**config.mk**
```make
export PLATFORM = sky130hd
export DESIGN_NAME = cache_l2a_responder
export DESIGN_NICKNAME = d
export VERILOG_FILES = /design/src/rtl/cache_l2a_responder.sv
export SDC_FILE = /design/constraint.sdc
export NUM_CORES = 2
export LEC_CHECK = 0
export CAP_MARGIN = 20
export CORE_UTILIZATION = 33
export CTS_CLUSTER_DIAMETER = 200
export DETAILED_ROUTE_END_ITERATION = 6
export HOLD_SLACK_MARGIN = 0.02
export PLACE_DENSITY = 0.61
export SETUP_SLACK_MARGIN = 0.4
export SYNTH_ARGS = -nofsm -noshare
export SYNTH_HDL_FRONTEND = slang
export SYNTH_SLANG_ARGS = --single-unit
```
**constraint.sdc**
```tcl
create_clock -name clk -period 3.7 [get_ports clk]
set_input_delay 0.74 -clock clk [delete_from_list [all_inputs] [get_ports clk]]
set_output_delay 0.74 -clock clk [all_outputs]
set_load 0.02 [all_outputs]
```
**src/rtl/cache_l2a_responder.sv**
```systemverilog
`default_nettype none
// ============================================================================
// Module      : cache_l2a_responder
// Description : Direct-mapped write-back L2 serving L1a line fills, word
//               writes and line write-backs over a single-outstanding memory
//               port. Define L2_STATS_EN to add saturating hit/miss counters.
// Revision    : 1.0 - initial release
// ============================================================================
module cache_l2a_responder #(
    parameter int ADDRESS_WIDTH = 32,
    parameter int DATA_WIDTH    = 32,
    parameter int LINE_WIDTH    = 128,
    parameter int L2_NUM_SETS   = 16
) (
    input  logic                     clk,
    input  logic                     reset,
    input  logic [ADDRESS_WIDTH-1:0] cache_L2a_memory_address,
    input  logic                     read_from_L2a_request,
    input  logic                     write_to_L2a_request,
    input  logic                     write_back_to_L2a_request,
    input  logic [DATA_WIDTH-1:0]    cache_write_data,
    input  logic [LINE_WIDTH-1:0]    write_back_to_L2a_data,
    output logic [LINE_WIDTH-1:0]    write_data_to_L1_from_L2,
    output logic                     L2_ready,
    output logic                     write_to_L2_verified,
    output logic                     write_back_to_L2_verified,
    output logic [ADDRESS_WIDTH-1:0] mem_address,
    output logic                     mem_read_request,
    output logic                     mem_write_request,
    output logic [LINE_WIDTH-1:0]    mem_write_data,
    input  logic [LINE_WIDTH-1:0]    mem_read_data,
    input  logic                     mem_ready
`ifdef L2_STATS_EN
    ,
    output logic [15:0]              l2_hit_count,
    output logic [15:0]              l2_miss_count
`endif
);

    localparam int c_WORDS   = LINE_WIDTH / DATA_WIDTH;
    localparam int c_WSEL_W  = $clog2(c_WORDS);
    localparam int c_IDX_W   = $clog2(L2_NUM_SETS);
    localparam int c_OFF_W   = 4;
    localparam int c_ID_W    = 2;
    localparam int c_TAG_LSB = c_OFF_W + c_IDX_W;
    localparam int c_TAG_W   = ADDRESS_WIDTH - c_ID_W - c_TAG_LSB;

    typedef enum logic [2:0] {
        ST_IDLE    = 3'd0,
        ST_LOOKUP  = 3'd1,
        ST_EVICT   = 3'd2,
        ST_FILL    = 3'd3,
        ST_RESPOND = 3'd4
    } state_t;

    typedef enum logic [1:0] {
        OP_READ  = 2'd0,
        OP_WRITE = 2'd1,
        OP_WB    = 2'd2
    } op_t;

    state_t                  r_state;
    state_t                  w_state_next;
    op_t                     r_op;
    op_t                     w_acc_op;
    logic                    w_accept;

    logic [c_TAG_W-1:0]      r_req_tag;
    logic [c_IDX_W-1:0]      r_req_idx;
    logic [c_WSEL_W-1:0]     r_req_word;
    logic [DATA_WIDTH-1:0]   r_wdata;
    logic [LINE_WIDTH-1:0]   r_wb_line;

    logic [L2_NUM_SETS-1:0]  r_valid;
    logic [L2_NUM_SETS-1:0]  r_dirty;
    logic [c_TAG_W-1:0]      r_tag_arr  [L2_NUM_SETS];
    logic [LINE_WIDTH-1:0]   r_data_arr [L2_NUM_SETS];

    logic                    r_l2_ready;
    logic                    r_wr_verified;
    logic                    r_wb_verified;
    logic [LINE_WIDTH-1:0]   r_fill_line;

    logic                    w_any_done;
    logic                    w_hit;
    logic                    w_victim_dirty;
    logic                    w_unused_addr_bits;

    assign w_any_done     = r_l2_ready | r_wr_verified | r_wb_verified;
    assign w_hit          = r_valid[r_req_idx] && (r_tag_arr[r_req_idx] == r_req_tag);
    assign w_victim_dirty = r_valid[r_req_idx] && r_dirty[r_req_idx];

    // Processor-id and byte-offset bits never take part in lookup.
    assign w_unused_addr_bits = ^{cache_L2a_memory_address[ADDRESS_WIDTH-1 -: c_ID_W],
                                  cache_L2a_memory_address[1:0]};

    assign write_data_to_L1_from_L2  = r_fill_line;
    assign L2_ready                  = r_l2_ready;
    assign write_to_L2_verified      = r_wr_verified;
    assign write_back_to_L2_verified = r_wb_verified;

    always_comb begin
        w_state_next      = r_state;
        w_accept          = 1'b0;
        w_acc_op          = OP_READ;
        mem_read_request  = 1'b0;
        mem_write_request = 1'b0;
        mem_address       = '0;
        mem_write_data    = '0;

        if (write_back_to_L2a_request) begin
            w_acc_op = OP_WB;
        end else if (write_to_L2a_request) begin
            w_acc_op = OP_WRITE;
        end

        case (r_state)
            ST_IDLE: begin
                // A pulse still high means L1a has not yet dropped the request it answers.
                if (!w_any_done && (read_from_L2a_request || write_to_L2a_request ||
                                    write_back_to_L2a_request)) begin
                    w_accept     = 1'b1;
                    w_state_next = ST_LOOKUP;
                end
            end
            ST_LOOKUP: begin
                if (w_hit) begin
                    w_state_next = ST_RESPOND;
                end else if (w_victim_dirty) begin
                    w_state_next = ST_EVICT;
                end else if (r_op == OP_WB) begin
                    w_state_next = ST_RESPOND;
                end else begin
                    w_state_next = ST_FILL;
                end
            end
            ST_EVICT: begin
                mem_write_request = 1'b1;
                mem_address       = {{c_ID_W{1'b0}}, r_tag_arr[r_req_idx], r_req_idx, {c_OFF_W{1'b0}}};
                mem_write_data    = r_data_arr[r_req_idx];
                if (mem_ready) begin
                    w_state_next = (r_op == OP_WB) ? ST_RESPOND : ST_FILL;
                end
            end
            ST_FILL: begin
                mem_read_request = 1'b1;
                mem_address      = {{c_ID_W{1'b0}}, r_req_tag, r_req_idx, {c_OFF_W{1'b0}}};
                if (mem_ready) begin
                    w_state_next = ST_RESPOND;
                end
            end
            ST_RESPOND: begin
                w_state_next = ST_IDLE;
            end
            default: begin
                w_state_next = ST_IDLE;
            end
        endcase
    end

    always_ff @(posedge clk) begin
        if (!reset) begin
            r_state       <= ST_IDLE;
            r_op          <= OP_READ;
            r_req_tag     <= '0;
            r_req_idx     <= '0;
            r_req_word    <= '0;
            r_wdata       <= '0;
            r_wb_line     <= '0;
            r_valid       <= '0;
            r_dirty       <= '0;
            r_l2_ready    <= 1'b0;
            r_wr_verified <= 1'b0;
            r_wb_verified <= 1'b0;
            r_fill_line   <= '0;
        end else begin
            r_state       <= w_state_next;
            r_l2_ready    <= 1'b0;
            r_wr_verified <= 1'b0;
            r_wb_verified <= 1'b0;
            r_fill_line   <= '0;

            if (w_accept) begin
                r_op       <= w_acc_op;
                r_req_tag  <= cache_L2a_memory_address[c_TAG_LSB +: c_TAG_W];
                r_req_idx  <= cache_L2a_memory_address[c_OFF_W +: c_IDX_W];
                r_req_word <= cache_L2a_memory_address[2 +: c_WSEL_W];
                r_wdata    <= cache_write_data;
                r_wb_line  <= write_back_to_L2a_data;
            end

            case (r_state)
                ST_EVICT: begin
                    if (mem_ready) begin
                        r_dirty[r_req_idx] <= 1'b0;
                    end
                end
                ST_FILL: begin
                    if (mem_ready) begin
                        r_valid[r_req_idx] <= 1'b1;
                        r_dirty[r_req_idx] <= 1'b0;
                    end
                end
                ST_RESPOND: begin
                    case (r_op)
                        OP_READ: begin
                            r_l2_ready  <= 1'b1;
                            r_fill_line <= r_data_arr[r_req_idx];
                        end
                        OP_WRITE: begin
                            r_dirty[r_req_idx] <= 1'b1;
                            r_wr_verified      <= 1'b1;
                        end
                        default: begin
                            r_valid[r_req_idx] <= 1'b1;
                            r_dirty[r_req_idx] <= 1'b1;
                            r_wb_verified      <= 1'b1;
                        end
                    endcase
                end
                default: begin
                end
            endcase
        end
    end

    // Tag/data storage has no reset; writes are suppressed on the reset edge so an aborted op leaves it untouched.
    always_ff @(posedge clk) begin
        if (reset) begin
            if (r_state == ST_FILL && mem_ready) begin
                r_tag_arr[r_req_idx]  <= r_req_tag;
                r_data_arr[r_req_idx] <= mem_read_data;
            end else if (r_state == ST_RESPOND) begin
                if (r_op == OP_WRITE) begin
                    r_data_arr[r_req_idx][int'(r_req_word) * DATA_WIDTH +: DATA_WIDTH] <= r_wdata;
                end else if (r_op == OP_WB) begin
                    r_tag_arr[r_req_idx]  <= r_req_tag;
                    r_data_arr[r_req_idx] <= r_wb_line;
                end
            end
        end
    end

`ifdef L2_STATS_EN
    logic [15:0] r_hit_cnt;
    logic [15:0] r_miss_cnt;

    always_ff @(posedge clk) begin
        if (!reset) begin
            r_hit_cnt  <= '0;
            r_miss_cnt <= '0;
        end else if (r_state == ST_LOOKUP) begin
            if (w_hit) begin
                if (r_hit_cnt != 16'hFFFF) begin
                    r_hit_cnt <= r_hit_cnt + 16'd1;
                end
            end else if (r_miss_cnt != 16'hFFFF) begin
                r_miss_cnt <= r_miss_cnt + 16'd1;
            end
        end
    end

    assign l2_hit_count  = r_hit_cnt;
    assign l2_miss_count = r_miss_cnt;
`endif

endmodule

`default_nettype wire

```
==> flow_summary.toml <==
[setup_path]
reg2reg_slack_ps = 90
critPathTopFamily = "multiplexers"
cp-start-kind = "flip-flop"
reg2reg_to = "r_state[1]$_SDFFE_PN0P_"
critPathMaxStageDelay_ps = 570
path_max_fanout = 14
cp.required_ps = 2960
crit_buf_inv = 4
crit_end = "mem_write_data[82]"
path_depth = 7
critPathSlowestCell = "mux4_2"
critPathKind = "reg2out"
critPathCaptureType = "primary output"
crit_chain = "buf_12 -> buf_16 -> buf_12 -> mux4_2 -> mux4_2 -> and2_1 -> clkdlybuf4s15_1"
cp.arrival_ps = 3470
rr_worst_depth = 14

[cts]
h-tree-depth = 5
tritoncts = "built"
cts_buffer_depth = 4
root_buffer = "clkbuf_16"
clock-sinks = 2760
clkTransAtPathRegs_ps = 60
cts_buffers = 297
clock_latency_ps = 930

[route]
viasPerCell = 5.22
firstDrtPassIters = 5
drt_iter0_drc = 6298
wl_mm = 337
drc = 0
wl_per_cell_um = 28.6
vias = 61500
antenna_left = 0

[floorplanning]
core-area_mm2 = 0.324
boundaryPins = 619
dieWidth_um = 572
fp.dieArea_mm2 = 0.327
die_h_um = 572
initial_core_util_pct = 33.1
rows = 209

[outcome]
violations = "setup timing"
run_status = "complete, but fails checks"

[yosys]
synthSimpleGateAreaFrac_pct = 5.12
synthMuxAreaShare_pct = 15.4
async_flop_share_pct = 0
synth_compound_area_share_pct = 3.78
syn_area_per_cell_um2 = 18.5
ys_ff_latch = 2760
yosys.area_share.xor_xnor_pct = 0.212
yosys_warnings = 0
synth.cell_area_mm2 = 0.107
synthAdderAreaFrac_pct = 0.0583
ys_types = 66
synth_top_family_by_area = "multiplexers"
synth-seq-area-share_pct = 73.9
synthCells = 5802
synth_edf_count = 2400
synth-main-ff-cell = "edfxtp_1"

[global_routing]
grt_use_total_pct = 19.7
gr-usage-met2_pct = 31.7
antenna_found_initial = 34
grt_pass1_wl_mm = 455
grtUsageMet1_pct = 25.7
grt_pass1_vias = 60600
grt_overflow = 0
grt-busiest-layer = "met2"
use_met3_pct = 3.28
grt_max_degree = 203

[placed_design]
post-dp-hpwl_mm = 205
port_buffers = 608
place_congestion = 0.833

[timing]
finalSetupViolations = 147
whs_ps = 317
fmax_mhz = 238
timing.final.crit_share_pct = 114
post-route-worst-setup-slack_ps = -507
max-slew-margin-rel_pct = 17.6
layout_min_cycle_time_ps = 4210
rsz0062_at_grt = "yes"
tightestPinTransition_ps = 1240
drv_slew = 0
fin_skew_ps = 52.2
hold_viol = 0

[finish]
final_common_cell = "edfxtp_1"
final_util_pct = 42.6
nets = 7482
layout-drive-gt1-share_pct = 31.9
final_cell_mix = "edfxtp_1 (2400), mux4_2 (699), nand2_1 (633), buf_4 (516), clkdlybuf4s50_1 (454)"
syn_to_final_growth_pct = 28.5

[job]
cap_violations = 0

[power_and_ir_drop]
powerDensity_mw_per_mm2 = 664
ir_worst_vdd_v = 0.000722
p_leak_nw = 45.1

[worst_hold_path]
hp-class = "in2reg"
-- worst register-to-register path, stage by stage (launching register included) --
cell,delay [ps]
dfxtp_4,430
buf_4,160
clkbuf_16,200
buf_8,140
buf_12,140
mux4_2,550
buf_4,160
buf_4,140
xnor2_4,140
o2111ai_1,130
o311ai_1,130
o2111a_1,260
nand4_1,130
or4b_4,530
a32o_1,230
-- layout make-up --
type / instances / area (um2)
clock inverters: 137 / 1430
clock buffers: 402 / 8110
multi-input cells: 2658 / 27700
inverters: 11 / 63.8
well taps: 4325 / 5410
fillers: 28400 / 186000
flip-flops and latches: 2760 / 79300
repair buffers: 1423 / 15700
diodes: 51 / 128
-- registers in the layout (all words and copies together), names as in the netlist, named ones only --
name	flops
r_valid	16
r_req_idx	4
r_data_arr	2048
r_tag_arr	352
L2_ready	1
r_op	2
r_state	3
r_wdata	32
r_req_tag	22
write_back_to_L2_verified	1
r_wb_line	128
write_to_L2_verified	1
r_req_word	2
write_data_to_L1_from_L2	128
-- metal layers --
metal / wire length, um / share of wire [%]
met4: 16800 / 5.0
met5: 52 / 0.015
met1: 134000 / 40
met3: 25400 / 7.5
met2: 161000 / 48
-- logic make-up (layout without fill, tap and decap cells) --
kind of cell,count (synthesis),after routing
multiplexers,780,780
adder cells (fa/ha/maj),5,5
AND/OR/NAND/NOR,1214,1214
buffers and inverters,389,1973
AO/OA/AOI/OAI,627,627
XOR/XNOR,26,26
other,1,57
flip-flops,2760,2760
-- how the worst min path moves through the flow --
stage,cells after the start,to,start,slack [ps]
floorplan,1,r_valid[2]$_SDFFE_PN0P_,r_valid[2]$_SDFFE_PN0P_,440
global placement,1,r_valid[8]$_SDFFE_PN0P_,r_valid[8]$_SDFFE_PN0P_,440
detailed placement,1,r_valid[11]$_SDFFE_PN0P_,r_valid[11]$_SDFFE_PN0P_,450
CTS,3,write_to_L2_verified$_SDFF_PN0_,reset,240
global route,3,write_to_L2_verified$_SDFF_PN0_,reset,300
finish,3,write_to_L2_verified$_SDFF_PN0_,reset,320
-- where the power goes --
group          leakage, nW  switching (W)  internal [W]  total, W
clock                 4.67         0.0124        0.0168    0.0292
sequential            24.6        0.00151        0.0351    0.0366
combinational         15.8         0.0137        0.0121    0.0258
total                 45.1         0.0276        0.0639    0.0916
-- per-stage QoR --
step	area [um2]	cells	total power, W	setup WS, ps	setup TNS (ps)
after floorplan	108000	5807	0.0486	24.7	0
after CTS	134000	11500	0.0891	-807	-84830
after global routing	138000	11700	0.0946	-604	-65000
final	138000	11800	0.0916	-507	-51750
after global placement	124000	10900	0.0592	-73.9	-1180
after detailed placement	124000	10900	0.0595	-50.7	-806
-- what timing repair did --
action | 4_1_cts | 5_1_grt
hold buffers | 0 | 0
setup buffers | 23 | 180
pin swaps | 13 | 61
gates cloned | 6 | 35
setup endpoints to repair | 206 | 385
resized for setup | 292 | 709
-- synthesized netlist by cell type, types with 9 or more instances --
master	instances	area (um2)
a211oi_1	10	75.1
a21boi_0	208	1560
a21oi_1	109	546
a22oi_1	86	646
and2_1	240	1500
and3_1	68	425
buf_1	46	173
buf_2	30	150
buf_4	14	105
clkbuf_1	281	1050
dfxtp_1	360	7210
edfxtp_1	2400	72100
inv_1	9	33.8
mux2i_1	77	771
mux4_2	698	15700
nand2_1	642	2410
nand3_1	21	105
nor2_1	197	739
nor2b_1	12	75.1
o21a_1	17	128
o21ai_0	159	796
xnor2_1	14	123
xor2_1	12	105
Power figures use the tool's default switching activity.
